File: src/rtl/hella_cache_arbiter.sv
// Round-robin arbiter that merges several requesters onto one downstream cache
// port, tracks stage-1/stage-2 ownership for kill/nack, and routes responses by tag.
module hella_cache_arbiter #(
  parameter  int NUM_REQ       = 2,
  parameter  int NUM_ADDR_BITS = 40,
  parameter  int NUM_DATA_BITS = 64,
  parameter  int NUM_TAG_BITS  = 7,
  localparam int CID           = $clog2(NUM_REQ),
  localparam int CTAG          = NUM_TAG_BITS - CID
) (
  input  logic                             clock,
  input  logic                             reset_n,
  input  logic [NUM_REQ-1:0]               c_req_valid,
  output logic [NUM_REQ-1:0]               c_req_ready,
  input  logic [NUM_REQ*NUM_ADDR_BITS-1:0] c_req_addr,
  input  logic [NUM_REQ*CTAG-1:0]          c_req_tag,
  input  logic [NUM_REQ*5-1:0]             c_req_cmd,
  input  logic [NUM_REQ*3-1:0]             c_req_typ,
  input  logic [NUM_REQ*NUM_DATA_BITS-1:0] c_s1_data,
  input  logic [NUM_REQ*8-1:0]             c_s1_mask,
  input  logic [NUM_REQ-1:0]               c_s1_kill,
  output logic [NUM_REQ-1:0]               c_rsp_valid,
  output logic [NUM_REQ-1:0]               c_rsp_nack,
  output logic [CTAG-1:0]                  c_rsp_tag,
  output logic [2:0]                       c_rsp_typ,
  output logic [NUM_DATA_BITS-1:0]         c_rsp_data,
  output logic                             req_valid,
  input  logic                             req_ready,
  output logic [NUM_ADDR_BITS-1:0]         req_addr,
  output logic [NUM_TAG_BITS-1:0]          req_tag,
  output logic [4:0]                       req_cmd,
  output logic [2:0]                       req_typ,
  output logic [NUM_DATA_BITS-1:0]         s1_data,
  output logic [7:0]                       s1_mask,
  output logic                             s1_kill,
  input  logic                             s2_nack,
  input  logic                             rsp_valid,
  input  logic [NUM_TAG_BITS-1:0]          rsp_tag,
  input  logic [2:0]                       rsp_typ,
  input  logic [NUM_DATA_BITS-1:0]         rsp_data,
  output logic                             busy,
  output logic                             rsp_err
);

  logic [CID-1:0]  rr_ptr, gnt, gnt_hi, gnt_lo, rr_next;
  logic            hi_found, fire;
  logic            s1_v, s2_v;
  logic [CID-1:0]  s1_id, s2_id;
  logic [CID-1:0]  rsp_id;
  logic [CTAG-1:0] gnt_tag;
  logic            bad_id;

  // Scanning downward means the lowest matching index wins: gnt_lo is the wrap
  // candidate, gnt_hi the first valid at or above rr_ptr.
  // NOTE: every always_comb output gets a default first so no latch is inferred.
  always_comb begin
    gnt_hi   = '0;
    gnt_lo   = '0;
    hi_found = 1'b0;
    for (int j = NUM_REQ - 1; j >= 0; j--) begin
      if (c_req_valid[j]) begin
        gnt_lo = CID'(j);
        if (CID'(j) >= rr_ptr) begin
          gnt_hi   = CID'(j);
          hi_found = 1'b1;
        end
      end
    end
    gnt = hi_found ? gnt_hi : gnt_lo;
  end

  assign req_valid = |c_req_valid;
  assign fire      = req_valid & req_ready;
  assign rr_next   = (gnt == CID'(NUM_REQ - 1)) ? '0 : gnt + CID'(1);
  assign req_tag   = {gnt, gnt_tag};

  always_comb begin
    req_addr    = '0;
    gnt_tag     = '0;
    req_cmd     = '0;
    req_typ     = '0;
    c_req_ready = '0;
    s1_data     = '0;
    s1_mask     = '0;
    s1_kill     = 1'b0;
    c_rsp_nack  = '0;
    c_rsp_valid = '0;
    for (int j = 0; j < NUM_REQ; j++) begin
      if (gnt == CID'(j)) begin
        req_addr       = c_req_addr[j*NUM_ADDR_BITS +: NUM_ADDR_BITS];
        gnt_tag        = c_req_tag[j*CTAG +: CTAG];
        req_cmd        = c_req_cmd[j*5 +: 5];
        req_typ        = c_req_typ[j*3 +: 3];
        c_req_ready[j] = req_ready;
      end
      // Stage-1 signals are zero when the stage is empty, including during reset.
      if (s1_v && s1_id == CID'(j)) begin
        s1_data = c_s1_data[j*NUM_DATA_BITS +: NUM_DATA_BITS];
        s1_mask = c_s1_mask[j*8 +: 8];
        s1_kill = c_s1_kill[j];
      end
      c_rsp_nack[j]  = s2_v & s2_nack & (s2_id == CID'(j));
      c_rsp_valid[j] = rsp_valid & (rsp_id == CID'(j));
    end
  end

  assign rsp_id     = rsp_tag[NUM_TAG_BITS-1:CTAG];
  assign bad_id     = rsp_valid & (rsp_id > CID'(NUM_REQ - 1));
  assign c_rsp_tag  = rsp_tag[CTAG-1:0];
  assign c_rsp_typ  = rsp_typ;
  assign c_rsp_data = rsp_data;
  assign busy       = s1_v | s2_v;

  // NOTE: sequential state uses non-blocking assignments only.
  always_ff @(posedge clock or negedge reset_n) begin
    if (!reset_n) begin
      rr_ptr  <= '0;
      s1_v    <= 1'b0;
      s1_id   <= '0;
      s2_v    <= 1'b0;
      s2_id   <= '0;
      rsp_err <= 1'b0;
    end else begin
      if (fire) begin
        rr_ptr <= rr_next;
        s1_id  <= gnt;
      end
      s1_v  <= fire;
      s2_v  <= s1_v & ~s1_kill;
      s2_id <= s1_id;
      if (bad_id) rsp_err <= 1'b1;
    end
  end

endmodule

File: config.mk
export PLATFORM = sky130hd
export DESIGN_NAME = hella_cache_arbiter
export DESIGN_NICKNAME = d
export VERILOG_FILES = /design/src/rtl/hella_cache_arbiter.sv
export SDC_FILE = /design/constraint.sdc
export NUM_CORES = 1
export LEC_CHECK = 0
export CAP_MARGIN = 20
export CORE_AREA = 2 2 210 212
export DETAILED_ROUTE_END_ITERATION = 12
export DIE_AREA = 0 0 212 214
export PLACE_DENSITY = 0.4
export SYNTH_ARGS = -nofsm -noshare
export SYNTH_HDL_FRONTEND = slang
export SYNTH_SLANG_ARGS = --single-unit
export TNS_END_PERCENT = 1
File: constraint.sdc
create_clock -name clock -period 2.3 [get_ports clock]
set_input_delay 0.23 -clock clock [delete_from_list [all_inputs] [get_ports clock]]
set_output_delay 0.23 -clock clock [all_outputs]
set_load 0.01 [all_outputs]
==> impl_metrics.ini <==
[run_status]
run_status = finished, final reports clean

[clock_tree]
clock_path_buffers = 2
cts_tree = built
post_cts.repair.setup_buffers = 0
htreeDepth = 1
clkTransAtPathRegs_ns = 0.04
cts.sinks = 5
cts_root_buffer = clkbuf_16
clock_latency_ns = 0.23
cts_buffers = 3

[setup_path]
path_class = flip-flop to output port
startpoint = s1_id
start_kind = flip-flop
critPathCaptureType = output port
critPathMaxStageDelay_ns = 0.59
crit_arrival_ns = 2.02
required_ns = 2.07
crit_buf_inv = 2
slowest_stage = clkdlybuf4s50_1
worstPathCellList = buf_12 -> mux2i_1 -> nor2b_1 -> clkdlybuf4s50_1
crit_fanout = 23
cp_top_family = buffers and inverters
rr_startpoint = s1_id

[place]
place_inst = 1217
place_area_sq_um = 7060
numPortBuffers = 397
place_ws_ns = -0.0844
dp_hpwl_um = 14800
place.gp.congestion = 0.810

[sta]
setup_slack_ns = 0.0525
rsz0062_at_grt = false
fin_worst_skew_ns = 0.000621
fmax_ghz = 0.445
setup_viol = 0
slew_violations = 0
finalHoldViolCount = 0
period_minus_slack_ns = 2.25
finalCritPeriodShare_pct = 97.7

[layout]
final_area_sq_um = 7140
fin_util_pct = 16.6
fin_nets = 972
nFillCells = 4801
layout_common_cells = 396 x clkdlybuf4s50_1, 74 x nor2b_1, 73 x mux2i_1
drive_gt1_share_pct = 11.5
layout.cells.non_filler = 1222
area_delta_synth_final_pct = 148
layout_commonest_cell = clkdlybuf4s50_1

[die]
core_sq_um = 42900
io_pins = 545
die_area_sq_um = 45400
die_w_um = 212
die_h_um = 214
initial_core_util_pct = 6.71
row_count = 76

[power]
power_uw = 2100
leakage_uw = 0.00275
irDropWorstVdd_uv = 141
p_per_area_nw_per_um2 = 294

[grt]
grt_max_degree = 64
grt_usage_pct = 7.13
antenna_found_initial = 0
grt_pass1_vias = 3482
overflow = 0
grt_pass1_wl_um = 23800

[synth]
syn-num-nets = 656
syn_area_per_cell_sq_um = 8.96
synth_edf_count = 0
synthesis.area_sq_um = 2880
synth_ff_type = dfrtp_1
syn-instance-count = 321
ys_types = 20
synth_seq_cells = 5
yosysWarnings = 0
async_reset_ff_share_pct = 100
ys_seq_area_share_pct = 4.35

[routing]
vias = 3296
vias_per_cell = 2.70
wl_per_cell_um = 14.0
drc = 0
ant_nets = 0
first_pass_iters = 4
drt_wl_total_um = 17100
drt_iter0_markers = 70

[job]
max_cap_viol_count = 0

[worst_hold_path]
hold_path.class = primary input to async pin
cell type report:
cell class,instances,area [sq um],area share [%]
Antenna cell,1,2.50,0.0351
Clock buffer,4,78.8,1.10
Inverter,1,3.75,0.0526
Multi-Input combinational cell,218,2050,28.7
Sequential cell,5,130,1.82
Tap cell,585,732,10.3
Timing Repair Buffer,408,4140,58.1
synthesized netlist by cell type, drive strengths merged (2+ instances only):
library cell,n,share of area (%)
mux2,54,26
clkbuf,8,1.0
buf,89,24
dfrtp,5,4.3
mux2i,73,25
and2,4,0.87
nand2,3,0.39
or2,2,0.43
and3,2,0.43
nor2b,74,16
power breakdown:
part           switching [uW]  internal (uW)  leakage, uW
sequential               23.2            102    0.0000579
clock                    60.5            230    0.0000382
combinational             574           1110      0.00265
routing by layer:
layer  global-route usage, %  share of wire (%)  vias to the layer above
li1                        -                  -                     1629
met1                    8.89                 42                     1466
met2                    11.6                 48                      185
met3                    2.98                9.1                       16
met4                    1.03               0.76                        0
met5                       0                  0                        -
through the flow:
stage	setup TNS, ns	hold slack, ns
6_report	0	0.267
5_1_grt	0	0.303
4_1_cts	0	0.301
3_5_place_dp	-2.64	0.460
3_3_place_gp	-2.52	0.460
2_1_floorplan	0	-0.0656
timing repair:
action	in CTS	in global routing
gates resized for setup	1	0
hold buffers	0	0
setup endpoints to repair	54	0
logic make-up (layout without fill, tap and decap cells):
| group | count (synthesis) | in the layout | share of synthesized area [%] |
|---|---|---|---|
| muxes | 127 | 127 | 51.5 |
| and+or+nand+nor | 87 | 87 | 18.6 |
| DFF | 5 | 5 | 4.35 |
| other | 1 | 2 | 0.130 |
| buffers and inverters | 98 | 413 | 24.8 |
| AOI/OAI and AO/OA | 3 | 3 | 0.653 |
sequential cells by signal, summed over array words and instances (netlist names):
| name | cells |
|---|---|
| rr_ptr | 1 |
| s2_id | 1 |
| s1_id | 1 |
| s2_v | 1 |
| s1_v | 1 |
final timing paths:
check,endpoint,depth (start not counted),slack (ns)
max,s1_data[31],4,0.05
min,s2_id,1,0.27
max reg2reg,s2_v,4,0.93
min reg2reg,rr_ptr,1,0.49
max in group asynchronous,s1_id,1,1.76
min in group clock,c_rsp_data[16],0,0.46
worst reg2reg max path: cells and delay by family (launching register included):
| family | cells | cell delay, ns |
|---|---|---|
| flops | 1 | 0.54 |
| buf+inv | 2 | 0.38 |
| mux | 1 | 0.24 |
| simple gates | 1 | 0.13 |
(Power assumes the default switching activity.)
